<file path="src/rtl/lsu_mem_ctrl_pkg.sv">
// Shared definitions for the load/store unit: RV funct3 encodings, FSM states
// and the access-size decode.
package lsu_pkg;

    localparam logic [2:0] F3_B  = 3'b000;
    localparam logic [2:0] F3_H  = 3'b001;
    localparam logic [2:0] F3_W  = 3'b010;
    localparam logic [2:0] F3_D  = 3'b011;
    localparam logic [2:0] F3_BU = 3'b100;
    localparam logic [2:0] F3_HU = 3'b101;
    localparam logic [2:0] F3_WU = 3'b110;

    typedef enum logic [2:0] {
        IDLE,
        BEAT0,
        BEAT1,
        WAITR,
        RESP
    } lsu_state_t;

    // Access size in bytes; the unsigned variants share the low two bits.
    function automatic logic [3:0] size_bytes(input logic [2:0] f3);
        case (f3[1:0])
            2'b00:   size_bytes = 4'd1;
            2'b01:   size_bytes = 4'd2;
            2'b10:   size_bytes = 4'd4;
            default: size_bytes = 4'd8;
        endcase
    endfunction

endpackage

</file>
<file path="src/rtl/lsu_mem_ctrl_if.sv">
// Core request/response and data-memory beat signals of the load/store unit.
// The slave modport is the unit itself; master is the core+memory environment.
interface lsu_mem_ctrl_if #(
    parameter int DW = 32,
    parameter int AW = 32
);
    localparam int NB = DW / 8;

    logic          req_valid;
    logic          req_ready;
    logic          req_we;
    logic [2:0]    req_funct3;
    logic [AW-1:0] req_addr;
    logic [DW-1:0] req_wdata;
    logic          rsp_valid;
    logic [DW-1:0] rsp_rdata;
    logic          rsp_err;
    logic          mem_valid;
    logic          mem_ready;
    logic          mem_we;
    logic [AW-1:0] mem_addr;
    logic [NB-1:0] mem_be;
    logic [DW-1:0] mem_wdata;
    logic          mem_rvalid;
    logic [DW-1:0] mem_rdata;

    modport slave (
        input  req_valid, req_we, req_funct3, req_addr, req_wdata,
        input  mem_ready, mem_rvalid, mem_rdata,
        output req_ready, rsp_valid, rsp_rdata, rsp_err,
        output mem_valid, mem_we, mem_addr, mem_be, mem_wdata
    );

    modport master (
        output req_valid, req_we, req_funct3, req_addr, req_wdata,
        output mem_ready, mem_rvalid, mem_rdata,
        input  req_ready, rsp_valid, rsp_rdata, rsp_err,
        input  mem_valid, mem_we, mem_addr, mem_be, mem_wdata
    );

endinterface

</file>
<file path="src/rtl/lsu_mem_ctrl_lane_align.sv">
// Combinational lane steering: byte enables and shifted store data per beat,
// plus extraction and sign/zero extension of load data from a two-word window.
module lsu_lane_align
    import lsu_pkg::*;
#(
    parameter  int DW = 32,
    localparam int NB = DW / 8,
    localparam int OW = $clog2(NB)
) (
    input  logic [OW-1:0] i_off,
    input  logic [2:0]    i_f3,
    input  logic          i_beat1,
    input  logic [DW-1:0] i_wdata,
    input  logic [DW-1:0] i_rdata0,
    input  logic [DW-1:0] i_rdata1,
    output logic [NB-1:0] o_be,
    output logic [DW-1:0] o_wdata,
    output logic [DW-1:0] o_rdata
);

    localparam logic [2*NB-1:0] ONE2 = 1;

    logic [2*NB-1:0] w_be_all;
    logic [2*DW-1:0] w_wd_all;
    logic [DW-1:0]   w_rd_lo;

    function automatic logic [DW-1:0] extend(input logic [DW-1:0] d, input logic [2:0] f3);
        logic signed [7:0]  sb;
        logic signed [15:0] sh;
        logic signed [31:0] sw;
        sb = d[7:0];
        sh = d[15:0];
        sw = d[31:0];
        case (f3)
            F3_B:    extend = DW'(sb);
            F3_H:    extend = DW'(sh);
            F3_W:    extend = DW'(sw);
            F3_BU:   extend = DW'(d[7:0]);
            F3_HU:   extend = DW'(d[15:0]);
            F3_WU:   extend = DW'(d[31:0]);
            default: extend = d;
        endcase
    endfunction

    // Lanes past the word boundary spill into the upper half and form beat 1.
    assign w_be_all = ((ONE2 << size_bytes(i_f3)) - ONE2) << i_off;
    assign w_wd_all = {{DW{1'b0}}, i_wdata} << {i_off, 3'b000};
    assign w_rd_lo  = DW'({i_rdata1, i_rdata0} >> {i_off, 3'b000});

    assign o_be    = i_beat1 ? w_be_all[2*NB-1:NB] : w_be_all[NB-1:0];
    assign o_wdata = i_beat1 ? w_wd_all[2*DW-1:DW] : w_wd_all[DW-1:0];
    assign o_rdata = extend(w_rd_lo, i_f3);

endmodule

</file>
<file path="src/rtl/lsu_mem_ctrl.sv">
// Load/store unit: latches one core request, issues one or two aligned memory
// beats, buffers read data and returns a single-cycle response.
module lsu_mem_ctrl
    import lsu_pkg::*;
#(
    parameter int DW        = 32,
    parameter int AW        = 32,
    parameter bit SPLIT_MIS = 1'b1
) (
    input logic          clk,
    input logic          rst,
    lsu_mem_ctrl_if.slave bus
);

    localparam int NB = DW / 8;
    localparam int OW = $clog2(NB);

    lsu_state_t    r_state;
    lsu_state_t    w_next;
    logic          r_we;
    logic [2:0]    r_f3;
    logic [AW-1:0] r_addr;
    logic [DW-1:0] r_wdata;
    logic          r_err;
    logic          r_split;
    logic          r_beat1;
    logic          r_got;
    logic [DW-1:0] r_rd0;
    logic [DW-1:0] r_rd1;

    logic          w_accept;
    logic          w_illegal;
    logic          w_mis;
    logic          w_req_err;
    logic          w_capture;
    logic          w_mem_act;
    logic [4:0]    w_end;
    logic [AW-1:0] w_base;
    logic [NB-1:0] w_be;
    logic [DW-1:0] w_wdata;
    logic [DW-1:0] w_ld;

    assign w_accept  = bus.req_valid && (r_state == IDLE);
    assign w_illegal = (bus.req_funct3 == 3'b111) ||
                       ((DW == 32) && ((bus.req_funct3 == F3_D) || (bus.req_funct3 == F3_WU)));
    assign w_end     = 5'(bus.req_addr[OW-1:0]) + 5'(size_bytes(bus.req_funct3));
    assign w_mis     = w_end > 5'(NB);
    assign w_req_err = w_illegal || (w_mis && !SPLIT_MIS);

    // A read beat may return data in the same cycle it is accepted; r_got
    // remembers that so WAITR does not wait for a second rvalid.
    always_comb begin
        w_next    = r_state;
        w_capture = 1'b0;
        case (r_state)
            IDLE: begin
                if (bus.req_valid) w_next = w_req_err ? RESP : BEAT0;
            end
            BEAT0, BEAT1: begin
                if (bus.mem_ready) begin
                    if (r_we) begin
                        w_next = ((r_state == BEAT0) && r_split) ? BEAT1 : RESP;
                    end else begin
                        w_next    = WAITR;
                        w_capture = bus.mem_rvalid;
                    end
                end
            end
            WAITR: begin
                if (r_got || bus.mem_rvalid) begin
                    w_capture = !r_got;
                    w_next    = (!r_beat1 && r_split) ? BEAT1 : RESP;
                end
            end
            RESP:    w_next = IDLE;
            default: w_next = IDLE;
        endcase
    end

    always_ff @(posedge clk) begin
        if (rst) begin
            r_state <= IDLE;
            r_we    <= 1'b0;
            r_f3    <= '0;
            r_addr  <= '0;
            r_wdata <= '0;
            r_err   <= 1'b0;
            r_split <= 1'b0;
            r_beat1 <= 1'b0;
            r_got   <= 1'b0;
            r_rd0   <= '0;
            r_rd1   <= '0;
        end else begin
            r_state <= w_next;
            r_got   <= w_capture && (r_state != WAITR);
            if (w_accept) begin
                r_we    <= bus.req_we;
                r_f3    <= bus.req_funct3;
                r_addr  <= bus.req_addr;
                r_wdata <= bus.req_wdata;
                r_err   <= w_req_err;
                r_split <= w_mis && !w_req_err;
                r_beat1 <= 1'b0;
                r_rd0   <= '0;
                r_rd1   <= '0;
            end
            if (w_next == BEAT1) r_beat1 <= 1'b1;
            if (w_capture) begin
                if (r_beat1) r_rd1 <= bus.mem_rdata;
                else         r_rd0 <= bus.mem_rdata;
            end
        end
    end

    lsu_lane_align #(.DW(DW)) u_align (
        .i_off    (r_addr[OW-1:0]),
        .i_f3     (r_f3),
        .i_beat1  (r_beat1),
        .i_wdata  (r_wdata),
        .i_rdata0 (r_rd0),
        .i_rdata1 (r_rd1),
        .o_be     (w_be),
        .o_wdata  (w_wdata),
        .o_rdata  (w_ld)
    );

    assign w_base    = {r_addr[AW-1:OW], {OW{1'b0}}};
    assign w_mem_act = (r_state == BEAT0) || (r_state == BEAT1);

    assign bus.req_ready = (r_state == IDLE);
    assign bus.mem_valid = w_mem_act;
    assign bus.mem_we    = w_mem_act && r_we;
    assign bus.mem_addr  = !w_mem_act ? '0 : (r_beat1 ? w_base + AW'(NB) : w_base);
    assign bus.mem_be    = w_mem_act ? w_be : '0;
    assign bus.mem_wdata = w_mem_act ? w_wdata : '0;
    assign bus.rsp_valid = (r_state == RESP);
    assign bus.rsp_err   = (r_state == RESP) && r_err;
    assign bus.rsp_rdata = ((r_state == RESP) && !r_we && !r_err) ? w_ld : '0;

endmodule
</file>
<file path="src/flat_wrapper.sv">
// flat-port wrapper written by rule: the top's interface ports become plain ports
module lsu_mem_ctrl_flat import lsu_pkg::*;
#(
    parameter int DW        = 32,
    parameter int AW        = 32,
    parameter bit SPLIT_MIS = 1'b1
)
  (clk, rst, bus_req_valid, bus_req_we, bus_req_funct3, bus_req_addr, bus_req_wdata, bus_mem_ready, bus_mem_rvalid, bus_mem_rdata, bus_req_ready, bus_rsp_valid, bus_rsp_rdata, bus_rsp_err, bus_mem_valid, bus_mem_we, bus_mem_addr, bus_mem_be, bus_mem_wdata);
  lsu_mem_ctrl_if #(.DW(DW), .AW(AW)) bus_i ();
  input logic clk;
  input logic rst;
  input wire logic [$bits(bus_i.req_valid)-1:0] bus_req_valid;
  input wire logic [$bits(bus_i.req_we)-1:0] bus_req_we;
  input wire logic [$bits(bus_i.req_funct3)-1:0] bus_req_funct3;
  input wire logic [$bits(bus_i.req_addr)-1:0] bus_req_addr;
  input wire logic [$bits(bus_i.req_wdata)-1:0] bus_req_wdata;
  input wire logic [$bits(bus_i.mem_ready)-1:0] bus_mem_ready;
  input wire logic [$bits(bus_i.mem_rvalid)-1:0] bus_mem_rvalid;
  input wire logic [$bits(bus_i.mem_rdata)-1:0] bus_mem_rdata;
  output wire logic [$bits(bus_i.req_ready)-1:0] bus_req_ready;
  output wire logic [$bits(bus_i.rsp_valid)-1:0] bus_rsp_valid;
  output wire logic [$bits(bus_i.rsp_rdata)-1:0] bus_rsp_rdata;
  output wire logic [$bits(bus_i.rsp_err)-1:0] bus_rsp_err;
  output wire logic [$bits(bus_i.mem_valid)-1:0] bus_mem_valid;
  output wire logic [$bits(bus_i.mem_we)-1:0] bus_mem_we;
  output wire logic [$bits(bus_i.mem_addr)-1:0] bus_mem_addr;
  output wire logic [$bits(bus_i.mem_be)-1:0] bus_mem_be;
  output wire logic [$bits(bus_i.mem_wdata)-1:0] bus_mem_wdata;
  assign bus_i.req_valid = bus_req_valid;
  assign bus_i.req_we = bus_req_we;
  assign bus_i.req_funct3 = bus_req_funct3;
  assign bus_i.req_addr = bus_req_addr;
  assign bus_i.req_wdata = bus_req_wdata;
  assign bus_i.mem_ready = bus_mem_ready;
  assign bus_i.mem_rvalid = bus_mem_rvalid;
  assign bus_i.mem_rdata = bus_mem_rdata;
  assign bus_req_ready = bus_i.req_ready;
  assign bus_rsp_valid = bus_i.rsp_valid;
  assign bus_rsp_rdata = bus_i.rsp_rdata;
  assign bus_rsp_err = bus_i.rsp_err;
  assign bus_mem_valid = bus_i.mem_valid;
  assign bus_mem_we = bus_i.mem_we;
  assign bus_mem_addr = bus_i.mem_addr;
  assign bus_mem_be = bus_i.mem_be;
  assign bus_mem_wdata = bus_i.mem_wdata;
  lsu_mem_ctrl #(.DW(DW), .AW(AW), .SPLIT_MIS(SPLIT_MIS)) u_core (.clk(clk), .rst(rst), .bus(bus_i));
endmodule
</file>
<file path="config.mk">
export PLATFORM = sky130hd
export DESIGN_NAME = lsu_mem_ctrl_flat
export DESIGN_NICKNAME = d
export VERILOG_FILES = /design/src/rtl/lsu_mem_ctrl_pkg.sv /design/src/rtl/lsu_mem_ctrl_if.sv /design/src/rtl/lsu_mem_ctrl_lane_align.sv /design/src/rtl/lsu_mem_ctrl.sv /design/src/flat_wrapper.sv
export SDC_FILE = /design/constraint.sdc
export NUM_CORES = 1
export LEC_CHECK = 0
export CAP_MARGIN = 25
export CORE_MARGIN = 2
export CORE_UTILIZATION = 31
export CTS_CLUSTER_DIAMETER = 40
export DETAILED_ROUTE_END_ITERATION = 16
export DONT_BUFFER_PORTS = 1
export REMOVE_ABC_BUFFERS = 1
export SLEW_MARGIN = 20
export SYNTH_ARGS = -nofsm -noshare
export SYNTH_HDL_FRONTEND = slang
export SYNTH_HIERARCHICAL = 1
export SYNTH_SLANG_ARGS = --single-unit
</file>
<file path="constraint.sdc">
create_clock -name clk -period 1.73 [get_ports clk]
set_input_delay 0.2595 -clock clk [delete_from_list [all_inputs] [get_ports clk]]
set_output_delay 0.2595 -clock clk [all_outputs]
set_load 0.005 [all_outputs]
</file>
==> results.tsv <==
metric	value	unit
path_buf_inv	1	
fill_cells	2397	
cts_buffers	17	
grt_remaining_overflow	0	
hold_slack	-53.1	ps
seq_area	2660	um^2
synth.avg_cell_area	7.83	um^2
total_power	10.1	mW
boundaryPins	210	
setup_viol	117	
p_leak	4.49	nW
route.detailed.drc	0	
grt_max_degree	132	
io_buffers	0	
status	finished, violations left	
drive_gt1_share	43.0	%
min_path_type	in -> reg	
cts_root_buffer	clkbuf_16	
die_w	166	um
worst_pin_slew	551	ps
violations	negative hold slack, negative setup slack	
syn-instance-count	1037	
htree_levels	4	
grt_pass1_vias	7469	
cp_slowest_cell	nor4_4	
criticalPathCategory	reg -> out	
multiInputGateArea	6310	um^2
tns	-33810	ps
fin_crit_sh	128	%
gp_congestion	0.819	
rows	59	
vias	8184	
path_max_fanout	5	
finalCriticalPeriod	2220	ps
die_h	166	um
clock_latency	420	ps
path_clk_slew	70	ps
syn_to_final_growth	49.8	%
grt_antenna_before_repair	0	
design_area	12200	um^2
die_area	27500	um^2
postPlaceCellArea	8850	um^2
cpPeakStageDelay	400	ps
coreArea	25900	um^2
ant_nets	0	
start_util	31.3	%
clk_path_buf_depth	2	
via_per_inst	5.51	
crit_arrival	1960	ps
diodes	0	
syn_area	8120	um^2
dr.pass1.iters	5	
peakVddDrop	0.496	mV
grt_pass1_wl	42300	um
routedWlPerCell	20.0	um
drtIter0Drc	661	
wirelength	29700	um
finalHoldViolations	87	
critPathRequiredTime	1470	ps
finalClockSkew	15.7	ps
slew_viol_final	0	
maxCapViolCount	0	
nNetsFinal	1245	
cp-start-kind	flop	
grtUsageTotal	19.2	%
hpwl	17300	um
p_per_area	832	nW/um^2
tritoncts	done	
cts.sinks	131	
crit_chain	nand4_1 > nor4_4 > buf_4 > nand4_1 > xor2_1 > nor2_1	
slew_headroom	63.3	%
ys.warnings.count	6	
fin_ws	-489	ps
cpMostUsedCell	nand4_1	
critPathTopFamily	simple AND/OR/NAND/NOR gates	
fmax	451	MHz
rsz0062_at_grt	yes	
endpoint_kind	primary output	
[cell type report]
type	count	share of cell area, %
clock inverter	14	1.17
inverter	14	0.565
clock buffer	18	3.53
multi-input combinational	798	51.8
sequential	131	21.9
timing repair buffer	174	17.6
tap	335	3.44
[timing repair]
item	CTS	global route
resized for setup	259	191
buffers inserted	34	27
pin swaps	66	103
hold endpoints to repair	130	130
endpoints found under the setup margin	101	219
hold buffers	1	16
cloned	12	7
[per-stage QoR]
step	hold WS (ps)	util, %	worst slack (ps)	instances
floorplan	329	-	-1880	942
global placement	356	34.2	-83.2	1361
detailed placement	358	34.2	-83.9	1361
CTS	-89.7	42.0	-522	1439
global route	-86.6	47.0	-597	1484
finish	-53.1	47.0	-489	1484
[worst paths after layout]
kind / slack, ps / endpoint / start / cells after the start
worst min-delay path: -50 / u_core/r_rd0[27] / rst / 1
worst max-delay path: -490 / bus_mem_addr[25] / u_core/r_addr[20] / 6
worst max register to register: -50 / u_core/r_rd0[17] / u_core/r_state[1] / 7
worst min register to register: 470 / u_core/r_rd0[6] / u_core/r_rd0[6] / 2
[where the power goes]
group | leakage, nW | internal [mW] | switching [mW]
sequential | 1.08 | 3.21 | 0.226
combinational | 3.14 | 1.57 | 1.54
clock | 0.276 | 2.03 | 1.56
[cell usage in the layout, fill, tap and decap left out, types with 8 or more instances in the layout]
master           n
xnor2_1          8
dfxtp_1        109
nand2_4         23
a21oi_1         99
a21oi_2         34
xor2_1          18
nand3_1         63
nand2_1        196
buf_12          25
buf_16          10
dlygate4sd3_1   17
buf_4           73
o21a_1           9
nand4_1         14
nand2_2         15
dfxtp_2         18
o21ai_2         16
mux2i_4         23
buf_8            9
clkbuf_16       22
inv_1           12
and2_1          11
mux4_2          30
buf_6           34
o21ai_1         14
and2_4          62
nor2_1          31
[sequential cells by signal, summed over array words and instances (netlist names)]
register        cells
u_core/r_wdata     32
u_core/r_split      1
u_core/r_got        1
u_core/r_we         1
u_core/r_beat1      1
u_core/r_rd0       32
u_core/r_rd1       24
u_core/r_state      3
u_core/r_err        1
u_core/r_addr      32
u_core/r_f3         3
[layer usage]
layer	share of wire, %	up-vias	track usage, %
met5	0	-	0
li1	-	3804	-
met1	42	4026	24.7
met2	49	303	31.4
met3	6.5	51	4.72
met4	2.1	0	6.54
Note: power is estimated with default switching activity, not from simulation.
